--- src/rtl/keypad_cursor_encoder_if.sv ---
// rtl/keypad_cursor_encoder_if.sv - raw buttons in, cursor position and commit strobe out
interface keypad_cursor_encoder_if #(
  parameter int ROWS = 4,
  parameter int COLS = 6
);
  logic                    btn_up;
  logic                    btn_down;
  logic                    btn_left;
  logic                    btn_right;
  logic                    btn_center;
  logic [4:0]              val;
  logic                    enter_button;
  logic [$clog2(ROWS)-1:0] cursor_row;
  logic [$clog2(COLS)-1:0] cursor_col;

  modport master (
    output btn_up, btn_down, btn_left, btn_right, btn_center,
    input  val, enter_button, cursor_row, cursor_col
  );

  modport slave (
    input  btn_up, btn_down, btn_left, btn_right, btn_center,
    output val, enter_button, cursor_row, cursor_col
  );
endinterface

--- src/rtl/keypad_cursor_encoder.sv ---
// rtl/keypad_cursor_encoder.sv - synchronise, debounce and auto-repeat five buttons into grid cursor moves
module keypad_cursor_encoder #(
  parameter int ROWS            = 4,
  parameter int COLS            = 6,
  parameter int DEBOUNCE_CYCLES = 500000,
  parameter int REPEAT_DELAY    = 25000000,
  parameter int REPEAT_PERIOD   = 10000000
) (
  input  logic                    clk,
  input  logic                    rst,
  keypad_cursor_encoder_if.slave  kp
);

  localparam int RW   = $clog2(ROWS);
  localparam int CW   = $clog2(COLS);
  localparam int NB   = 5;
  localparam int DBW  = (DEBOUNCE_CYCLES > 1) ? $clog2(DEBOUNCE_CYCLES) : 1;
  localparam int RMAX = (REPEAT_DELAY > REPEAT_PERIOD) ? REPEAT_DELAY : REPEAT_PERIOD;
  localparam int RCW  = (RMAX > 1) ? $clog2(RMAX) : 1;

  localparam logic [1:0] DIR_UP    = 2'd0;
  localparam logic [1:0] DIR_DOWN  = 2'd1;
  localparam logic [1:0] DIR_LEFT  = 2'd2;
  localparam logic [1:0] DIR_RIGHT = 2'd3;
  localparam int         IDX_CTR   = 4;

  typedef enum logic [1:0] {IDLE, DELAY, REPEAT} state_t;

  logic [NB-1:0]  raw;
  logic [NB-1:0]  sync1_q, sync2_q, db_q, db_d_q, rise_q;
  logic [DBW-1:0] dbc_q [NB];

  state_t         state_q, state_d;
  logic [1:0]     dir_q, dir_d;
  logic [RCW-1:0] cnt_q, cnt_d;
  logic [RW-1:0]  row_q, row_d;
  logic [CW-1:0]  col_q, col_d;
  logic [4:0]     val_q, val_d;
  logic           enter_q, enter_d;

  logic           new_rise, do_move;
  logic [1:0]     new_dir, move_dir;

  assign raw = {kp.btn_center, kp.btn_right, kp.btn_left, kp.btn_down, kp.btn_up};

  always_ff @(posedge clk) begin
    if (rst) begin
      sync1_q <= '0;
      sync2_q <= '0;
      db_q    <= '0;
      db_d_q  <= '0;
      rise_q  <= '0;
      for (int i = 0; i < NB; i++) dbc_q[i] <= '0;
    end else begin
      sync1_q <= raw;
      sync2_q <= sync1_q;
      db_d_q  <= db_q;
      rise_q  <= db_q & ~db_d_q;
      // Any sample agreeing with the accepted level restarts the stability count.
      for (int i = 0; i < NB; i++) begin
        if (sync2_q[i] == db_q[i]) begin
          dbc_q[i] <= '0;
        end else if (dbc_q[i] == DBW'(DEBOUNCE_CYCLES - 1)) begin
          db_q[i]  <= sync2_q[i];
          dbc_q[i] <= '0;
        end else begin
          dbc_q[i] <= dbc_q[i] + DBW'(1);
        end
      end
    end
  end

  always_comb begin
    new_rise = |rise_q[3:0];
    new_dir  = DIR_RIGHT;
    if (rise_q[0])      new_dir = DIR_UP;
    else if (rise_q[1]) new_dir = DIR_DOWN;
    else if (rise_q[2]) new_dir = DIR_LEFT;
  end

  always_comb begin
    state_d  = state_q;
    dir_d    = dir_q;
    cnt_d    = cnt_q;
    enter_d  = rise_q[IDX_CTR];
    do_move  = 1'b0;
    move_dir = dir_q;

    // A centre rise swallows any direction rise and any repeat move due this cycle.
    case (state_q)
      IDLE: begin
        if (!rise_q[IDX_CTR] && new_rise) begin
          do_move  = 1'b1;
          move_dir = new_dir;
          dir_d    = new_dir;
          cnt_d    = RCW'(REPEAT_DELAY - 1);
          state_d  = DELAY;
        end
      end
      DELAY, REPEAT: begin
        if (!rise_q[IDX_CTR] && new_rise) begin
          do_move  = 1'b1;
          move_dir = new_dir;
          dir_d    = new_dir;
          cnt_d    = RCW'(REPEAT_DELAY - 1);
          state_d  = DELAY;
        end else if (!db_q[dir_q]) begin
          state_d = IDLE;
        end else if (cnt_q == '0) begin
          do_move = !rise_q[IDX_CTR];
          cnt_d   = RCW'(REPEAT_PERIOD - 1);
          state_d = REPEAT;
        end else begin
          cnt_d = cnt_q - RCW'(1);
        end
      end
      default: state_d = IDLE;
    endcase

    row_d = row_q;
    col_d = col_q;
    if (do_move) begin
      case (move_dir)
        DIR_UP:   row_d = (row_q == '0) ? RW'(ROWS - 1) : row_q - RW'(1);
        DIR_DOWN: row_d = (row_q == RW'(ROWS - 1)) ? '0 : row_q + RW'(1);
        DIR_LEFT: col_d = (col_q == '0) ? CW'(COLS - 1) : col_q - CW'(1);
        default:  col_d = (col_q == CW'(COLS - 1)) ? '0 : col_q + CW'(1);
      endcase
    end
    val_d = 5'(int'(row_d) * COLS + int'(col_d));
  end

  always_ff @(posedge clk) begin
    if (rst) begin
      state_q <= IDLE;
      dir_q   <= DIR_UP;
      cnt_q   <= '0;
      row_q   <= '0;
      col_q   <= '0;
      val_q   <= '0;
      enter_q <= 1'b0;
    end else begin
      state_q <= state_d;
      dir_q   <= dir_d;
      cnt_q   <= cnt_d;
      row_q   <= row_d;
      col_q   <= col_d;
      val_q   <= val_d;
      enter_q <= enter_d;
    end
  end

  assign kp.val          = val_q;
  assign kp.enter_button = enter_q;
  assign kp.cursor_row   = row_q;
  assign kp.cursor_col   = col_q;

endmodule

--- src/flat_wrapper.sv ---
// flat-port wrapper written by rule: the top's interface ports become plain ports
module keypad_cursor_encoder_flat 
#(
  parameter int ROWS            = 4,
  parameter int COLS            = 6,
  parameter int DEBOUNCE_CYCLES = 500000,
  parameter int REPEAT_DELAY    = 25000000,
  parameter int REPEAT_PERIOD   = 10000000
)
  (clk, rst, kp_btn_up, kp_btn_down, kp_btn_left, kp_btn_right, kp_btn_center, kp_val, kp_enter_button, kp_cursor_row, kp_cursor_col);
  keypad_cursor_encoder_if #(.ROWS(ROWS), .COLS(COLS)) kp_i ();
  input  logic clk;
  input  logic rst;
  input wire logic [$bits(kp_i.btn_up)-1:0] kp_btn_up;
  input wire logic [$bits(kp_i.btn_down)-1:0] kp_btn_down;
  input wire logic [$bits(kp_i.btn_left)-1:0] kp_btn_left;
  input wire logic [$bits(kp_i.btn_right)-1:0] kp_btn_right;
  input wire logic [$bits(kp_i.btn_center)-1:0] kp_btn_center;
  output wire logic [$bits(kp_i.val)-1:0] kp_val;
  output wire logic [$bits(kp_i.enter_button)-1:0] kp_enter_button;
  output wire logic [$bits(kp_i.cursor_row)-1:0] kp_cursor_row;
  output wire logic [$bits(kp_i.cursor_col)-1:0] kp_cursor_col;
  assign kp_i.btn_up = kp_btn_up;
  assign kp_i.btn_down = kp_btn_down;
  assign kp_i.btn_left = kp_btn_left;
  assign kp_i.btn_right = kp_btn_right;
  assign kp_i.btn_center = kp_btn_center;
  assign kp_val = kp_i.val;
  assign kp_enter_button = kp_i.enter_button;
  assign kp_cursor_row = kp_i.cursor_row;
  assign kp_cursor_col = kp_i.cursor_col;
  keypad_cursor_encoder #(.ROWS(ROWS), .COLS(COLS), .DEBOUNCE_CYCLES(DEBOUNCE_CYCLES), .REPEAT_DELAY(REPEAT_DELAY), .REPEAT_PERIOD(REPEAT_PERIOD)) u_core (.clk(clk), .rst(rst), .kp(kp_i));
endmodule
--- config.mk ---
export PLATFORM = sky130hd
export DESIGN_NAME = keypad_cursor_encoder_flat
export DESIGN_NICKNAME = d
export VERILOG_FILES = /design/src/rtl/keypad_cursor_encoder_if.sv /design/src/rtl/keypad_cursor_encoder.sv /design/src/flat_wrapper.sv
export SDC_FILE = /design/constraint.sdc
export NUM_CORES = 1
export LEC_CHECK = 0
export CORE_MARGIN = 2
export CORE_UTILIZATION = 55
export CTS_BUF_LIST = sky130_fd_sc_hd__clkbuf_16
export DETAILED_ROUTE_END_ITERATION = 8
export HOLD_SLACK_MARGIN = 0.05
export PLACE_DENSITY = 0.8
export SLEW_MARGIN = 5
export SYNTH_ARGS = -nofsm -noshare
export SYNTH_HDL_FRONTEND = slang
export SYNTH_SLANG_ARGS = --single-unit
--- constraint.sdc ---
create_clock -name clk -period 6.6 [get_ports clk]
set_input_delay 0.66 -clock clk [delete_from_list [all_inputs] [get_ports clk]]
set_output_delay 0.66 -clock clk [all_outputs]
set_load 0.02 [all_outputs]
==> reports/results.ini, run 1 <==
[global_routing]
grt_start_max_net_pins = 57
via_count_of_the_first_global_routing_pass = 5529
globalRouteTotalUtil = 0.194
grt_antenna_before_repair = 0
overflow = 0
grt_first_pass_wirelength_mm = 25.1

[sta]
fin_skew_ps = 6.87
report.final.hold_viol_count = 0
report.final.setup_viol = 0
fin_worst_hold_slack_ps = 383
grt_setup_unrepaired = no
finalWorstSetupSlack_ps = 3330
slew_violations = 0
clock.fmax_ghz = 0.306
maxSlewHeadroom = 0.225
worst_slew_pin_slew_ps = 1150
fin_setup_tns_ps = 0
period_needed_ps = 3270
finalCritPeriodShare = 0.496

[finish]
finish.cell_count_without_fillers = 1129
fin_area_um2 = 9330
antenna_cells = 0
final_util = 0.647
final_layout_size_suffix_gt1_frac = 0.0529
area_delta_synth_final_pct = 16.0
fin_nets = 956

[routing]
final_antenna_net_count = 0
post-route-drc-count = 0
drt_first_pass_iters = 4
route.detailed.vias_per_inst = 5.31
via_count = 5995
drt-total-wl_mm = 14.8
wire_length_per_cell_after_detailed_routing_um = 13.1
drt_first_iter_violations = 422

[clock_network]
cts.root.buffer_cell = clkbuf_16
clkTransAtPathRegs_ps = 60
cts-resized-gates = 0
h_tree_depth = 4
postCtsSetupRepairBufs = 0
clockBufferDepth = 2
cts_tree = yes
clock_latency_ps = 430
cts_num_sinks = 159
cts_made_buffers = 17
cts-hold-fix-buffers = 0

[floorplan]
floorplan.die_area_um2 = 15600
placement_rows = 44
top_ports = 18
core_region_area_um2 = 14400
floorplan.die.height_um = 125
fp.dieW_um = 125
initial_utilization = 0.557

[placement]
numPortBuffers = 17
finalWeightedCongestion = 0.805
post-dp-hpwl_mm = 10.1
dpl_cell_area_um2 = 8710
post-place-ws_ps = 3400
placed_cells_incl_taps = 1097

[worst_setup_path]
critPathArrivalTime_ps = 3560
critical-path-slowest-cell = or4_1
path_class = flip-flop to flip-flop
rrSetupSlack_ps = 3330
timing.critical_path.required_ps = 6890
r2r-start = u_core.cnt_q[16]
regToRegEndpoint = u_core.kp.val[3]
r2r.worst_path.cells = 10
worst_setup_path_endpoint = u_core.kp.val[3]
max_stage_delay_ps = 520
critPathLaunchType = flip-flop
worstSetupEndpointType = flip-flop
worst_setup_sp = u_core.cnt_q[16]
crit_path_max_fanout = 6
critical_path.cell_chain = nor4_1 -> nand2_1 -> nor4_4 -> o21bai_2 -> and2_4 -> or4_1 -> ha_1 -> fa_1 -> xnor2_1 -> nor2_1

[synthesis]
ys_warn_count = 0
postSynthAreaPerCell_um2 = 9.75
synth_top_cell_area_share = 0.355
synthTopCellsByArea = edfxtp_1 (35%), dfxtp_1 (16%), nor2_1 (7.2%), xor2_1 (5.2%), xnor2_1 (4.5%)
synth-edff-count = 95
synth_seq_area_share = 0.514
postSynthRegisterBits = 159
post_synth_inst_count = 825
post_synth_num_cell_types = 59
ys_async_rst_share = 0
post-synth-top-area-cell = edfxtp_1
yosys.cell_count.top_type = nor2_1
synth.cell_area_um2 = 8040
synth_flop_cell = edfxtp_1
netlist_top_cells_count = nor2_1 (154), edfxtp_1 (95), dfxtp_1 (64), nand2_1 (54), xor2_1 (48)

[power_and_ir_drop]
worst_ir_drop_vdd_mv = 0.164
design_power_total_mw = 2.18
power.density_cell_area_nw_per_um2 = 234
static-leakage-power_nw = 3.40

[hold_path]
min-delay-path-class = flip-flop to flip-flop

[status]
outcome = finished, final reports clean

[job]
maxCapViolations = 0

## per-layer routing
| metal | global-route usage | routed length [um] |
|---|---|---|
| met1 | 0.258 | 6930 |
| met5 | 0 | 0 |
| met2 | 0.314 | 6990 |
| met4 | 0.0706 | 233 |
| met3 | 0.0451 | 605 |
## area by class of cell
cell class	count	area [um^2]
fillers	1153	5090
flip-flops and latches	159	4130
multi-input cells	707	4060
clock buffers	20	500
well taps	184	230
repair buffers	19	180
clock inverters	12	124
inverters	28	105
## worst max-delay path: cells and delay by family, from the launching register on
family	cells	cell delay, ps
compound gates	1	180
fa+ha+maj	2	620
xor+xnor	1	160
flops	1	350
simple gates	6	1820
## report_power, final
group / internal (mW) / switching, mW / leakage (nW) / total (mW)
Combinational: 0.0244 / 0.0358 / 1.59 / 0.0601
Clock: 0.624 / 0.394 / 0.313 / 1.02
Sequential: 1.08 / 0.0277 / 1.50 / 1.11
## how the worst min path moves through the flow
| stage | startpoint | endpoint | depth (start not counted) | slack [ps] |
|---|---|---|---|---|
| 6_report | u_core.db_d_q[2] | u_core.rise_q[2] | 1 | 380 |
| 3_3_place_gp | u_core.db_d_q[4] | u_core.rise_q[4] | 1 | 370 |
| 5_1_grt | u_core.db_d_q[0] | u_core.rise_q[0] | 1 | 410 |
| 4_1_cts | u_core.db_d_q[2] | u_core.rise_q[2] | 1 | 390 |
| 2_1_floorplan | u_core.db_d_q[0] | u_core.rise_q[0] | 1 | 370 |
| 3_5_place_dp | u_core.db_d_q[1] | u_core.rise_q[1] | 1 | 380 |
## sequential cells by signal, indices dropped and copies added (netlist names)
signal,flops
u_core.kp.cursor_col,2
u_core.dir_q,2
u_core.rise_q,5
u_core.db_q,5
u_core.kp.enter_button,1
u_core.kp.cursor_row,2
u_core.sync2_q,5
u_core.sync1_q,5
u_core.kp.val,5
u_core.db_d_q,5
u_core.state_q,2
u_core.cnt_q,25
u_core.dbc_q,95
## kinds of logic after synthesis
kind of cell | share of synthesized area
AOI/OAI and AO/OA | 0.0755
xor gates and xnor gates | 0.0969
adders and majority gates | 0.0274
buffers and inverters | 0.0258
DFF | 0.514
muxes | 0.0154
other | 0.000466
and+or+nand+nor | 0.244
## cell usage in the layout (no fill, tap or decap), types with 31 or more instances in the layout
| cell | instances |
|---|---|
| conb_1 | 95 |
| dfxtp_1 | 64 |
| o21ai_0 | 31 |
| nor2_1 | 154 |
| a21oi_1 | 36 |
| xor2_1 | 48 |
| xnor2_1 | 41 |
| edfxtp_1 | 95 |
| nand3_1 | 39 |
| nand2_1 | 54 |
No activity file was read; power rests on OpenSTA's default activity.
==> run 2: changes to the inputs <==
--- a/config.mk
+++ b/config.mk
@@ -10,7 +10,7 @@
 export CTS_BUF_LIST = sky130_fd_sc_hd__clkbuf_16
 export DETAILED_ROUTE_END_ITERATION = 8
 export HOLD_SLACK_MARGIN = 0.05
-export PLACE_DENSITY = 0.8
+export PLACE_DENSITY = 0.83
 export SLEW_MARGIN = 5
 export SYNTH_ARGS = -nofsm -noshare
 export SYNTH_HDL_FRONTEND = slang
==> constraint.sdc (replaced) <==
create_clock -name clk -period 2.9 [get_ports clk]
set_input_delay 0.29 -clock clk [delete_from_list [all_inputs] [get_ports clk]]
set_output_delay 0.29 -clock clk [all_outputs]
set_load 0.02 [all_outputs]
==> run 2 against run 1 <==
Against the previous run: the flow now finishes with violations (setup timing); worst setup slack worse by 3400 ps; wire length rose by 13%; cell count up 3.6%; final area rose by 4.3%; maximum frequency increased by 11%; die area unchanged; clock skew about the same.
==> reports/results.ini, run 2 (synthesis gave the netlist of run 1 again) <==
[finish]
finish.cell_count_without_fillers = 1170  ; +3.6%
layout.cells.most_common_list = nor2_1 (154), edfxtp_1 (95), conb_1 (95)
area_delta_synth_final_pct = 21.0
layout_commonest_cell = nor2_1
largest-register = u_core.dbc_q
fin_nets = 997  ; +4.3%
antenna_cells = 0  ; unchanged
final_layout_size_suffix_gt1_frac = 0.110  ; +0.0566
largest_reg_flops = 95  ; unchanged
n_fill_cell = 1057  ; -8.3%
largest_registers = u_core.dbc_q (95), u_core.cnt_q (25)

[floorplan]
floorplan.die.height_um = 125  ; unchanged
core_region_area_um2 = 14400  ; unchanged
floorplan.die_area_um2 = 15600  ; unchanged
top_ports = 18  ; unchanged
placement_rows = 44  ; unchanged
initial_utilization = 0.557  ; unchanged
fp.dieW_um = 125  ; unchanged

[routing]
final_antenna_net_count = 0  ; unchanged
met3_routed_length_um = 672  ; +11%
wl_met2_mm = 8.10  ; +16%
wire_length_per_cell_after_detailed_routing_um = 14.2  ; +8.9%
top_signal_layer_used = met4
post-route-drc-count = 0  ; unchanged
drt_first_pass_iters = 5  ; +1
route.detailed.vias_per_inst = 5.41  ; +1.9%
wl_met1_mm = 7.48  ; +7.9%
via_count = 6331  ; +5.6%
drt-total-wl_mm = 16.7  ; +13%
drt_first_iter_violations = 485  ; +15%

[placement]
post-dp-hpwl_mm = 10.6  ; +5.6%
post-place-ws_ps = -74.5  ; -3470 ps
numPortBuffers = 17  ; unchanged
placed_cells_incl_taps = 1131  ; +3.1%
finalWeightedCongestion = 0.859  ; +6.7%

[sta]
fin_skew_ps = 7.01  ; +0.146 ps
fin_setup_tns_ps = -118  ; -118 ps
maxSlewHeadroom = 0.565  ; +0.340
report.final.hold_viol_count = 0  ; unchanged
finalWorstSetupSlack_ps = -52.7  ; -3380 ps
clock.fmax_ghz = 0.339  ; +11%
finalCritPeriodShare = 1.02  ; +0.522
report.final.setup_viol = 3  ; +3
slew_violations = 0  ; unchanged
fin_worst_hold_slack_ps = 290  ; -92.9 ps
worst_slew_pin_slew_ps = 634  ; -519 ps
period_needed_ps = 2950  ; -320 ps
grt_setup_unrepaired = yes

[clock_network]
cts_num_sinks = 159  ; unchanged
cts.root.buffer_cell = clkbuf_16
clkTransAtPathRegs_ps = 70  ; about the same
clock_latency_ps = 430  ; about the same
clockBufferDepth = 2  ; unchanged
cts_made_buffers = 17  ; unchanged
cts-hold-fix-buffers = 0  ; unchanged
cts_tree = yes
h_tree_depth = 4  ; unchanged

[worst_setup_path]
path_class = flip-flop to flip-flop
timing.critical_path.required_ps = 3270  ; -3620 ps
critPathArrivalTime_ps = 3320  ; -240 ps
max_stage_delay_ps = 550  ; +30 ps
worstSetupEndpointType = flip-flop
crit_path_max_fanout = 5  ; -1
critical_path_buf_inv_count = 1  ; +1
critical-path-slowest-cell = or4_4
critPathLaunchType = flip-flop
timing.critical_path.max_delay_family = simple AND/OR/NAND/NOR gates
critical_path.cell_chain = mux4_2 -> nand3_2 -> nor4_4 -> o21bai_2 -> buf_6 -> nor4_2 -> or4_4 -> ha_4 -> fa_2 -> nor2b_1

[power_and_ir_drop]
power.density_cell_area_nw_per_um2 = 501  ; +110%
power.combinational.fraction = 0.029  ; about the same
cell_internal_pwr_mw = 3.78  ; +120%
worst_ir_drop_vdd_mv = 0.347  ; +110%
power.share.switching = 0.226  ; +0.0162
static-leakage-power_nw = 3.60  ; +6.0%
seq_power_share = 0.517  ; +0.010
power_frac_clock = 0.454  ; -0.012
total_switching_power_mw = 1.10  ; +140%

[global_routing]
via_count_of_the_first_global_routing_pass = 6101  ; +10%
overflow = 0  ; unchanged
grt_first_pass_wirelength_mm = 27.6  ; +10%
globalRouteTotalUtil = 0.216  ; +0.0211
grt_start_max_net_pins = 34  ; -40%
grt_antenna_before_repair = 0  ; unchanged

[hold_path]
min-delay-path-class = input pin to flip-flop

[job]
maxCapViolations = 0  ; unchanged

[status]
outcome = complete, but fails checks
failed_checks = setup timing

==> run 2: cell types whose count changed in the layout (fill, tap and decap cells not counted), moves of 4 or more <==
cell and change:
ha_1 -5, nor4_1 -4, ha_4 +4, buf_4 +40
==> run 2: per-layer routing <==
layer	vias up	track usage
met2	171	0.361
met3	43	0.0404
met5	-	0
met4	0	0.0902
met1	2992	0.277
li1	3125	-
==> run 2: through the flow <==
stage | total power [mW] | instance area [um^2] | util
2_1_floorplan | 2.66 | 8390 | -
3_3_place_gp | 2.69 | 8960 | 0.621
3_5_place_dp | 2.70 | 8960 | 0.621
4_1_cts | 4.88 | 9630 | 0.668
5_1_grt | 5.02 | 9730 | 0.675
6_report | 4.88 | 9730 | 0.675
==> run 2: cell type report <==
class / instances / area (um^2) / area share
multi-input combinational: 707 / 4180 / 0.429
clock buffer: 20 / 500 / 0.0514
inverter: 28 / 108 / 0.0111
sequential: 159 / 4140 / 0.425
timing repair buffer: 60 / 492 / 0.0505
tap: 184 / 230 / 0.0237
clock inverter: 12 / 88.8 / 0.00913
==> run 2: repair_timing <==
item | CTS | global route
pin swaps | 10 | 11
buffers inserted | 3 | 4
setup endpoints to repair | 3 | 3
gates resized for setup | 13 | 15
==> run 2: power by group through the flow <==
stage	clock network, mW	registers [mW]	logic [mW]
final	2.21	2.52	0.142
after global routing	2.33	2.53	0.166
after CTS	2.23	2.52	0.137
after detailed placement	0	2.57	0.135
after global placement	0	2.56	0.132
after floorplan	0	2.55	0.112
==> run 2: worst paths after layout <==
kind              slack (ps)  cells past startpoint                to             start
hold reg to reg          390                      1  u_core.rise_q[3]  u_core.db_d_q[3]
setup reg to reg         -50                     10  u_core.kp.val[2]   u_core.dir_q[1]
hold / removal           290                      2  u_core.kp.val[4]               rst
setup / recovery         -50                     10  u_core.kp.val[2]   u_core.dir_q[1]
